### src/rtl/acq_sequencer.sv
// acq_sequencer: clocked PSEC6 acquisition sequencer.
// Sequence: channel reset -> armed (sampling clock on) -> trigger -> post-trigger
// delay -> per-channel readout over a req/done handshake -> done pulse.
// Every output except state is registered from the next-state decision, so each
// output is aligned with the state it belongs to.
module acq_sequencer #(
    parameter int NUM_CH  = 8,
    parameter int RST_CYC = 4,
    parameter int DLY_W   = 8,
    parameter int TMO_CYC = 1024,
    parameter int CH_W    = (NUM_CH > 1) ? $clog2(NUM_CH) : 1
) (
    input  logic              clk,
    input  logic              rstn,
    input  logic              cmd_valid,
    input  logic [1:0]        cmd,
    input  logic              trig,
    input  logic [DLY_W-1:0]  post_trig_dly,
    input  logic [NUM_CH-1:0] ch_mask,
    input  logic              ch_rd_done,
    output logic              inst_rst,
    output logic              inst_start,
    output logic              clk_enable,
    output logic [CH_W-1:0]   ch_sel,
    output logic              ch_rd_req,
    output logic              busy,
    output logic              done,
    output logic              tmo_err,
    output logic [2:0]        state
);

    localparam int PTR_W   = $clog2(NUM_CH + 1);
    localparam int DLY_MAX = (1 << DLY_W) - 1;
    localparam int CNT_A   = (RST_CYC > TMO_CYC) ? RST_CYC : TMO_CYC;
    localparam int CNT_MAX = (CNT_A > DLY_MAX) ? CNT_A : DLY_MAX;
    localparam int CNT_W   = $clog2(CNT_MAX + 1);

    typedef enum logic [2:0] {
        S_IDLE     = 3'd0,
        S_RST      = 3'd1,
        S_ARMED    = 3'd2,
        S_POSTTRIG = 3'd3,
        S_READOUT  = 3'd4,
        S_WAITCH   = 3'd5,
        S_DONE     = 3'd6
    } state_t;

    state_t            r_state, w_state;
    logic [CNT_W-1:0]  r_cnt, w_cnt;
    logic              r_start, w_start;
    logic [PTR_W-1:0]  r_ptr, w_ptr;
    logic [NUM_CH-1:0] r_mask, w_mask;
    logic [CH_W-1:0]   r_ch_sel, w_ch_sel;
    logic              r_tmo_err, w_tmo_err;
    logic              r_inst_rst, r_inst_start, r_clk_en, r_rd_req, r_busy, r_done;
    logic              w_found;
    logic [CH_W-1:0]   w_idx;
    logic [PTR_W-1:0]  w_ptr_adv;
    logic              w_abort;

    assign inst_rst   = r_inst_rst;
    assign inst_start = r_inst_start;
    assign clk_enable = r_clk_en;
    assign ch_sel     = r_ch_sel;
    assign ch_rd_req  = r_rd_req;
    assign busy       = r_busy;
    assign done       = r_done;
    assign tmo_err    = r_tmo_err;
    assign state      = r_state;

    // State register
    always_ff @(posedge clk or negedge rstn) begin
        if (!rstn) r_state <= S_IDLE;
        else       r_state <= w_state;
    end

    // Channel scan: lowest enabled channel at or above the pointer
    always_comb begin
        w_found = 1'b0;
        w_idx   = '0;
        for (int unsigned i = 0; i < NUM_CH; i++) begin
            if (!w_found && r_mask[i] && (i >= 32'(r_ptr))) begin
                w_found = 1'b1;
                w_idx   = CH_W'(i);
            end
        end
        w_ptr_adv = PTR_W'(r_ch_sel) + PTR_W'(1);
    end

    // Next-state and next-register logic
    always_comb begin
        w_state   = r_state;
        w_cnt     = r_cnt;
        w_start   = r_start;
        w_ptr     = r_ptr;
        w_mask    = r_mask;
        w_ch_sel  = r_ch_sel;
        w_tmo_err = r_tmo_err;
        w_abort   = cmd_valid && (cmd == 2'd1) && (r_state != S_IDLE);
        case (r_state)
            S_IDLE: begin
                if (cmd_valid) begin
                    case (cmd)
                        2'd1, 2'd3: begin
                            w_state   = S_RST;
                            w_cnt     = '0;
                            w_start   = (cmd == 2'd3);
                            w_tmo_err = 1'b0;
                        end
                        2'd2: begin
                            w_state = S_READOUT;
                            w_mask  = ch_mask;
                            w_ptr   = '0;
                        end
                        default: ;
                    endcase
                end
            end
            S_RST: begin
                if (r_cnt == CNT_W'(RST_CYC - 1)) begin
                    w_state = r_start ? S_ARMED : S_IDLE;
                    w_start = 1'b0;
                end else begin
                    w_cnt = r_cnt + CNT_W'(1);
                end
            end
            S_ARMED: begin
                // r_inst_start is high only in the first ARMED cycle, which masks trig there
                if (trig && !r_inst_start) begin
                    w_state = S_POSTTRIG;
                    w_cnt   = CNT_W'(post_trig_dly);
                end
            end
            S_POSTTRIG: begin
                // Leaving at count 1 gives post_trig_dly cycles here, minimum one
                if (r_cnt <= CNT_W'(1)) begin
                    w_state = S_READOUT;
                    w_mask  = ch_mask;
                    w_ptr   = '0;
                end else begin
                    w_cnt = r_cnt - CNT_W'(1);
                end
            end
            S_READOUT: begin
                if (w_found) begin
                    w_state  = S_WAITCH;
                    w_ch_sel = w_idx;
                    w_cnt    = '0;
                end else begin
                    w_state = S_DONE;
                end
            end
            S_WAITCH: begin
                if (ch_rd_done) begin
                    w_state = S_READOUT;
                    w_ptr   = w_ptr_adv;
                end else if (r_cnt == CNT_W'(TMO_CYC - 1)) begin
                    w_state   = S_READOUT;
                    w_ptr     = w_ptr_adv;
                    w_tmo_err = 1'b1;
                end else begin
                    w_cnt = r_cnt + CNT_W'(1);
                end
            end
            S_DONE:  w_state = S_IDLE;
            default: w_state = S_IDLE;
        endcase
        if (w_abort) begin
            w_state   = S_RST;
            w_cnt     = '0;
            w_start   = 1'b0;
            w_tmo_err = 1'b0;
        end
    end

    // Datapath registers and registered outputs
    always_ff @(posedge clk or negedge rstn) begin
        if (!rstn) begin
            r_cnt        <= '0;
            r_start      <= 1'b0;
            r_ptr        <= '0;
            r_mask       <= '0;
            r_ch_sel     <= '0;
            r_tmo_err    <= 1'b0;
            r_inst_rst   <= 1'b0;
            r_inst_start <= 1'b0;
            r_clk_en     <= 1'b0;
            r_rd_req     <= 1'b0;
            r_busy       <= 1'b0;
            r_done       <= 1'b0;
        end else begin
            r_cnt        <= w_cnt;
            r_start      <= w_start;
            r_ptr        <= w_ptr;
            r_mask       <= w_mask;
            r_ch_sel     <= w_ch_sel;
            r_tmo_err    <= w_tmo_err;
            r_inst_rst   <= (w_state == S_RST);
            r_inst_start <= (w_state == S_ARMED) && (r_state != S_ARMED);
            r_clk_en     <= (w_state == S_ARMED);
            r_rd_req     <= (w_state == S_WAITCH);
            r_busy       <= (w_state != S_IDLE);
            r_done       <= (w_state == S_DONE);
        end
    end

endmodule

### config.mk
export PLATFORM = sky130hd
export DESIGN_NAME = acq_sequencer
export DESIGN_NICKNAME = d
export VERILOG_FILES = /design/src/rtl/acq_sequencer.sv
export SDC_FILE = /design/constraint.sdc
export NUM_CORES = 1
export LEC_CHECK = 0
export BUFFER_PORTS_ARGS = -buffer_cell sky130_fd_sc_hd__buf_2
export CELL_PAD_IN_SITES_DETAIL_PLACEMENT = 1
export CELL_PAD_IN_SITES_GLOBAL_PLACEMENT = 1
export CORE_MARGIN = 1
export CORE_UTILIZATION = 40
export DETAILED_ROUTE_END_ITERATION = 8
export PLACE_DENSITY_LB_ADDON = 0.1
export SLEW_MARGIN = 20
export SYNTH_ARGS = -nofsm -noshare
export SYNTH_HDL_FRONTEND = slang
export SYNTH_SLANG_ARGS = --single-unit
### constraint.sdc
create_clock -name clk -period 7.05 [get_ports clk]
set_input_delay 1.0575 -clock clk [delete_from_list [all_inputs] [get_ports clk]]
set_output_delay 1.0575 -clock clk [all_outputs]
set_load 0.01 [all_outputs]
# After elaboration in Yosys (flattened, before gate mapping)
# Cells that the tools add are included.
# W data, S select, Z words.
# word_totals
register_bits,37
input_bits,23
output_inout_bits,13
wordCells,153
# op_classes
addsub,3
n_lt_le_gt_ge,9
n_eq_ne,29
n_mux,57
reduce_logical,42
# op_table
operator,count
$mux W11,9
$pmux W11 S6,1
$mux W3,13
$ne A3 B3 Y1 const B,10
$mux W8,3
$mux W4,5
$logic_and A1 B1 Y1,19
$mux W1,18
$pmux W3 S6,1
$ge A3 B4 Y1 const A,4
$pmux W8 S2,1
$reduce_bool A3 Y1,5
$eq A3 B3 Y1 const B,4
$pmux W4 S3,1
$add A11 B1 Y11 const B,1
$eq A11 B10 Y1 const B,1
$eq A11 B2 Y1 const B,1
$le A11 B1 Y1 const B,1
$sub A11 B1 Y11 const B,1
$reduce_and A5 Y1,2
$eq A3 B2 Y1 const B,3
$reduce_and A9 Y1,1
$ge A1 B4 Y1 const A,2
$ge A2 B4 Y1 const A,2
other kinds (17),31

# Longest topological paths before layout
# Gate-level depths: netlist of run 1.
# depth
word_depth,36
ltp_mapped,9
depth_no_buf,8

# Worst setup path before layout of run 1
# OpenSTA, ideal clock, no wires.
# synth_path
kind,in2reg
start,input port cmd_valid
end,register r_busy (netlist: busy)
setup_ns,0.131
arrival_time_ns,2.271
required_ns,6.919
path_slack_ns,4.648
cell_stages,7
path_buffers,1
cell_sequence,nand2_1 -> or2_2 -> clkbuf_1 -> o21ai_0 -> o21a_1 -> a21oi_1 -> or3_1
# synth_via
elab_chain_len,4
word_cells_on_any_way,6
# synth_lines
item,line_no,rtl
from (decl),15,"input logic cmd_valid,"
$mux W3 or $logic_and A1 B1 Y1 (tied branches),"102, 99",
$pmux W3 S6 or $logic_and A1 B1 Y1 (tied branches),"100, 99",
$mux W3 *,168,if (w_abort) begin
named net w_state[1],48,"state_t r_state, w_state;"
$reduce_bool A3 Y1 *,202,r_busy <= (w_state != S_IDLE);
to (signal assigned),202,
to (decl),55,"logic r_inst_rst, r_inst_start, r_clk_en, r_rd_req, r_busy, r_done;"
# Mark *: on every way through the listed nets, which the timed path passes. The rest lies on a longest branch.
# A chain may end at the register's enable or synchronous reset.

# Final worst setup path of run 1
# layout_path
start,register r_cnt[0]
end,register r_cnt[5]
# layout_via
elab_chain_len,5
word_cells_on_any_way,15
# layout_lines
item,line_no,rtl
from (decl),49,"logic [CNT_W-1:0] r_cnt, w_cnt;"
from (signal assigned),192,r_cnt <= w_cnt;
$add A11 B1 Y11,"124, 162",
$mux W11,157,end else if (r_cnt == CNT_W'(TMO_CYC - 1)) begin
$mux W11,154,if (ch_rd_done) begin
$pmux W11 S6,100,case (r_state)
$mux W11,168,
# Parallel ways exist; a longest one is shown, timed or not. The select of a mux whose other input is x is not followed.

==> flow_summary.json, run 1 <==
{
  "clk_pin_slew_ns": 0.08,
  "yosysUniqueCellTypes": 55,
  "viasPerCell": 6.07,
  "synth.most_common_cell": "dfrtp_1",
  "finalSetupViolations": 0,
  "drive_above_1_share_pct": 19.1,
  "antenna_found_initial": 0,
  "slew_viol_final": 0,
  "power_uw": 1280,
  "fin_worst_skew_ns": 0.00926,
  "post-route-cell-area_um2": 2680,
  "drt_iter0_drc": 160,
  "synth.area.top_cells": "dfrtp_1, a21oi_1, o21ai_0",
  "dp_hpwl_mm": 4.85,
  "critPathLaunchType": "flip-flop",
  "synth_common_cells": "dfrtp_1, nand2_1, a21oi_1",
  "die_area_um2": 6230,
  "grt_max_degree": 38,
  "path_class": "reg2reg",
  "clk_latency_ns": 0.30,
  "period_needed_ns": 3.10,
  "slew-limit-headroom_pct": 37.7,
  "grt_pass1_wl_mm": 11.5,
  "setup_slack_ns": 3.95,
  "io_buffers": 35,
  "gp_congestion": 0.802,
  "async_flop_share_pct": 100,
  "placed_cell_area_um2": 2560,
  "rows": 27,
  "synth_edf_count": 0,
  "critPathArrivalTime_ns": 3.26,
  "layoutNonFillerInstCount": 371,
  "synthCells": 271,
  "postSynthAreaPerCell_um2": 8.74,
  "h-tree-depth": 2,
  "cts_resized": 0,
  "antenna_cells": 0,
  "clockBufferDepth": 2,
  "powerDensity_nw_per_um2": 477,
  "die_w_um": 79.0,
  "syn_nets": 298,
  "peakVddDrop_v": 0.000247,
  "power.leakage_uw": 0.00116,
  "cap_violations": 0,
  "synth_area_um2": 2370,
  "fin_crit_sh_pct": 44.0,
  "path_max_fanout": 18,
  "required_ns": 7.21,
  "finalSetupTns_ns": 0,
  "grt_pass1_vias": 2303,
  "ys_ff_latch": 37,
  "wl_mm": 6.73,
  "status": "finished clean",
  "hold_viol": 0,
  "grt_usage_pct": 23.7,
  "wl_per_cell_um": 18.1,
  "n_fill_cell": 701,
  "area_growth_pct": 13.0,
  "hold_buffers": 0,
  "synth_warnings": 0,
  "pin_count": 36,
  "yosysTopAreaCellShare_pct": 39.1,
  "start_util_pct": 42.2,
  "worst_pin_slew_ns": 0.928,
  "dp_cells": 363,
  "dr.pass1.iters": 4,
  "rsz0062_at_grt": "false",
  "cts_tree": "built",
  "cts_setup_buffers": 0,
  "cts-root-buf": "clkbuf_8",
  "vias": 2251,
  "worstHoldPathType": "reg2reg",
  "drcViolationCount": 0,
  "die_h_um": 79.0,
  "post-synth-top-area-cell": "dfrtp_1",
  "core_area_um2": 5610,
  "gr-total-overflow": 0,
  "yosys_most_used_dff": "dfrtp_1",
  "pre_cts_ws_ns": 3.90,
  "cts_buffers": 5,
  "end_kind": "flip-flop",
  "yosysSeqAreaShare_pct": 39.1,
  "final_antenna_net_count": 0,
  "clock-sinks": 37,
  "nets": 325,
  "fmax_mhz": 322
}
[kinds of logic after synthesis]
kind of cell             after synthesis  synth area share (%)
buffers and inverters                 22                  4.01
AND/OR/NAND/NOR                      107                  25.3
XOR/XNOR                               5                  1.85
adder cells (fa/ha/maj)                4                  2.11
flip-flops                            37                  39.1
multiplexers                           7                  3.28
AO/OA/AOI/OAI                         89                  24.4
[layout by cell type (no fill, tap or decap), drive strengths merged, types with 4 or more instances in the layout]
cell     n
dfrtp   37
buf     35
nand2   26
a21oi   24
o21ai   23
nor2    21
nand3    8
nor3     8
o31ai    7
inv      7
nor4     7
nor2b    6
nand2b   6
mux2     6
o22ai    6
clkbuf   6
and3     5
xnor2    5
a31oi    4
ha       4
[per-stage QoR]
step / hold WS [ns] / util [%]
after global placement: 0.499 / 45.7
after CTS: 0.524 / 47.7
final: 0.516 / 47.7
after global routing: 0.541 / 47.7
after detailed placement: 0.505 / 45.7
after floorplan: 0.474 / -
[critical path: stages, from the launching register on]
cell and delay, ns:
dfrtp_1 0.47, ha_1 0.29, nand3_1 0.14, nor4_1 0.52, o22ai_2 0.22, nor4_4 0.81
nand2b_1 0.36, o21ai_0 0.15
[sequential cells by signal (all words and copies together), names as in the netlist, 3 cells and up]
name    flops
ch_sel      3
state       3
r_mask      8
r_ptr       4
r_cnt      11
[power by group]
group          leakage [µW]  switching [µW]  internal, µW
clock network     0.0000554            84.4           106
registers          0.000474             120           292
logic              0.000626             400           273
total               0.00116             605           672
[metal layers]
metal	vias to the layer above	wire length (µm)	part of all wire (%)	global-route usage, %
met1	1126	3290	49	33.8
met5	-	0	0	0
met4	0	73	1.1	5.64
met2	51	3110	46	37.5
li1	1066	-	-	-
met3	8	254	3.8	3.91
[path summary, 6_finish.rpt]
path	from	endpoint	slack, ns	cells past startpoint
setup reg to reg	r_cnt[0]	r_cnt[5]	3.95	7
max in group asynchronous	rstn	r_start	5.64	1
hold / removal	r_mask[0]	r_mask[0]	0.52	1
setup / recovery	r_cnt[0]	r_cnt[5]	3.95	7
min in group asynchronous	rstn	r_mask[3]	0.87	1
hold reg to reg	r_mask[0]	r_mask[0]	0.52	1
[final cells by class]
type,instances,area [µm²],share of cell area [%]
clock inverter,2,38.8,1.45
tap,72,90.1,3.37
sequential,37,926,34.6
clock buffer,6,72.6,2.71
inverter,7,26.3,0.982
timing repair buffer,35,175,6.55
multi-input combinational,212,1350,50.4
Power figures use the tool's default switching activity.
==> run 2: changes to the inputs <==
ABC_AREA = 1   (was not set)
clock period = 2.9 ns   (was 7.05 ns; I/O delays follow)
==> run 2 against run 1 <==
Net effect: via count rose by 6.0%; maximum frequency increased by 52%; clock skew grew 0.0022 ns; sequential share of layout area fell by 1.9 points; clock power grew 140%; flip-flop and latch count unchanged; setup slack worse by 3.1 ns; total power is 110% higher; largest power group unchanged.
==> flow_summary.json, run 2 <==
{
  "cts-root-buf": "clkbuf_8",
  "synth.most_common_cell": "nand2_1",
  "end_kind": "flip-flop",
  "critPathArrivalTime_ns": 2.23,
  "multi_input_area_um2": 1370,
  "vias": 2386,
  "synthCells": 342,
  "synth_warnings": 0,
  "final_common_cell": "nand2_1",
  "status": "finished clean",
  "hold_viol": 0,
  "pin_count": 36,
  "largestRegisters": "r_cnt (11), r_mask (8), r_ptr (4)",
  "seq_area_um2": 926,
  "slowest_delay_ns": 0.43,
  "setup_slack_ns": 0.860,
  "largest-register": "r_cnt",
  "grt_busiest_layer": "met2",
  "finalSetupTns_ns": 0,
  "drcViolationCount": 0,
  "cts_resized": 0,
  "power.leakage_uw": 0.00146,
  "pre_cts_ws_ns": 0.863,
  "required_ns": 3.09,
  "post-synth-top-area-cell": "dfrtp_1",
  "h-tree-depth": 2,
  "grt_use_met3_pct": 3.71,
  "period_needed_ns": 2.04,
  "postSynthAreaPerCell_um2": 7.27,
  "slew_viol_final": 0,
  "slowest_stage": "dfrtp_1",
  "antenna_found_initial": 0,
  "antenna_cells": 0,
  "yosysSeqAreaShare_pct": 37.2,
  "use_met1_pct": 32.7,
  "yosysUniqueCellTypes": 40,
  "grt_usage_pct": 23.7,
  "fin_crit_sh_pct": 70.3,
  "viasPerCell": 5.24,
  "die_h_um": 80.9,
  "fmax_mhz": 490,
  "clk_pin_slew_ns": 0.08,
  "final_antenna_net_count": 0,
  "cts_setup_buffers": 0,
  "synth_edf_count": 0,
  "clock-sinks": 37,
  "gp_congestion": 0.782,
  "grt_max_degree": 38,
  "slew-limit-headroom_pct": 41.8,
  "n_fill_cell": 796,
  "wl_per_cell_um": 15.2,
  "grt_pass1_vias": 2411,
  "gr-total-overflow": 0,
  "critical_path_depth": 7,
  "wl_mm": 6.94,
  "hold_buffers": 0,
  "ff2ff_setup_slack_ns": 0.86,
  "crit_buf_inv": 2,
  "fin_worst_skew_ns": 0.0115,
  "fin_hold_ws_ns": 0.249,
  "die_area_um2": 6540,
  "rr_startpoint": "state[2]",
  "grtUsageMet2_pct": 39.0,
  "cap_violations": 0,
  "crit_chain": "inv_2, nand2_1, nor2_4, inv_1, nand2_1, nand2_1, mux2_1",
  "cpMostUsedCell": "nand2_1",
  "grt_pass1_wl_mm": 11.8,
  "area_growth_pct": 14.0,
  "rows": 28,
  "synth.area.top_cells": "dfrtp_1, nand2_1, nand3_1",
  "clockBufferDepth": 2,
  "async_flop_share_pct": 100,
  "die_w_um": 80.9,
  "path_max_fanout": 12,
  "synth_area_um2": 2490,
  "cts_tree": "built",
  "critPathLaunchType": "flip-flop",
  "final_cell_mix": "nand2_1, nand3_1, dfrtp_1",
  "drive_above_1_share_pct": 20.3,
  "worst_pin_slew_ns": 0.873,
  "cts_buffers": 5,
  "path_class": "reg2reg",
  "ys_ff_latch": 37,
  "rr_worst_depth": 7,
  "drt_iter0_drc": 158,
  "yosysTopAreaCellShare_pct": 37.2,
  "nets": 406,
  "largest_reg_flops": 11,
  "core_area_um2": 5960,
  "yosys_most_used_dff": "dfrtp_1",
  "path_delay_family": "simple AND/OR/NAND/NOR gates",
  "reg2reg_to": "r_mask[4]",
  "finalSetupViolations": 0,
  "worstHoldPathType": "in2async",
  "clk_latency_ns": 0.30,
  "powerDensity_nw_per_um2": 929,
  "dr.pass1.iters": 4,
  "dp_hpwl_mm": 5.27,
  "synth_common_cells": "nand2_1, nand3_1, dfrtp_1",
  "start_util_pct": 41.8,
  "io_buffers": 35,
  "syn_nets": 369,
  "rsz0062_at_grt": "false",
  "peakVddDrop_v": 0.000501
}
==> run 2: cell count changes after synthesis, sizes merged, moves of 7 or more <==
| cell | previous run | this run |
|---|---|---|
| nand2 | 26 | 92 |
| nand3 | 8 | 51 |
| a21oi | 24 | 9 |
| nand4 | 2 | 9 |
| inv | 7 | 38 |
| clkbuf | 11 | 1 |
| nor4 | 7 | 0 |
| nor2 | 21 | 42 |
==> run 2: power breakdown <==
group | switching [µW] | internal (µW)
Sequential | 155 | 675
Combinational | 892 | 459
Clock | 196 | 258
==> run 2: worst reg2reg max path, cell delays in order (launching register included) <==
cell	delay, ns
dfrtp_1	0.43
inv_2	0.09
nand2_1	0.13
nor2_4	0.21
inv_1	0.22
nand2_1	0.12
nand2_1	0.30
mux2_1	0.43
==> run 2: final cells by class <==
type	instances	area share, %
clock buffers	6	2.56
clock inverters	2	1.37
inverters	39	5.21
multi-input cells	259	48.2
flip-flops and latches	37	32.7
well taps	75	3.31
repair buffers	37	6.71
==> run 2: per-stage QoR <==
| stage | cell area [µm²] | std cells | total power (µW) | utilization (%) |
|---|---|---|---|---|
| 3_5_place_dp | 2720 | 447 | 2200 | 45.7 |
| 5_1_grt | 2840 | 455 | 2860 | 47.6 |
| 4_1_cts | 2840 | 455 | 2670 | 47.6 |
| 2_1_floorplan | 2490 | 342 | 1840 | - |
| 3_3_place_gp | 2720 | 447 | 2150 | 45.7 |
| 6_report | 2840 | 455 | 2640 | 47.6 |
==> run 2: how the worst max path moves through the flow <==
| stage | startpoint | endpoint | slack (ns) |
|---|---|---|---|
| 3_3_place_gp | state[2] | r_mask[4] | 0.90 |
| 6_report | state[2] | r_mask[4] | 0.86 |
| 2_1_floorplan | state[2] | r_mask[3] | 1.23 |
| 3_5_place_dp | state[2] | r_mask[4] | 0.86 |
| 5_1_grt | r_cnt[4] | r_cnt[1] | 0.67 |
| 4_1_cts | state[2] | r_mask[4] | 0.84 |
==> run 2: layer usage <==
| metal | wire length, µm | up-vias | share of wire [%] |
|---|---|---|---|
| met5 | 0 | - | 0 |
| met1 | 3420 | 1142 | 49 |
| met3 | 214 | 4 | 3.1 |
| met4 | 48 | 0 | 0.69 |
| met2 | 3260 | 35 | 47 |
| li1 | - | 1205 | - |
==> run 2: logic make-up (layout without fill, tap and decap cells) <==
kind of cell / Yosys count / after routing / synth area share (%)
multiplexers: 7 / 7 / 3.17
AND/OR/NAND/NOR: 207 / 207 / 40.0
flip-flops: 37 / 37 / 37.2
AO/OA/AOI/OAI: 39 / 39 / 9.00
buffers and inverters: 46 / 84 / 7.85
adder cells (fa/ha/maj): 4 / 4 / 2.01
XOR/XNOR: 2 / 2 / 0.704
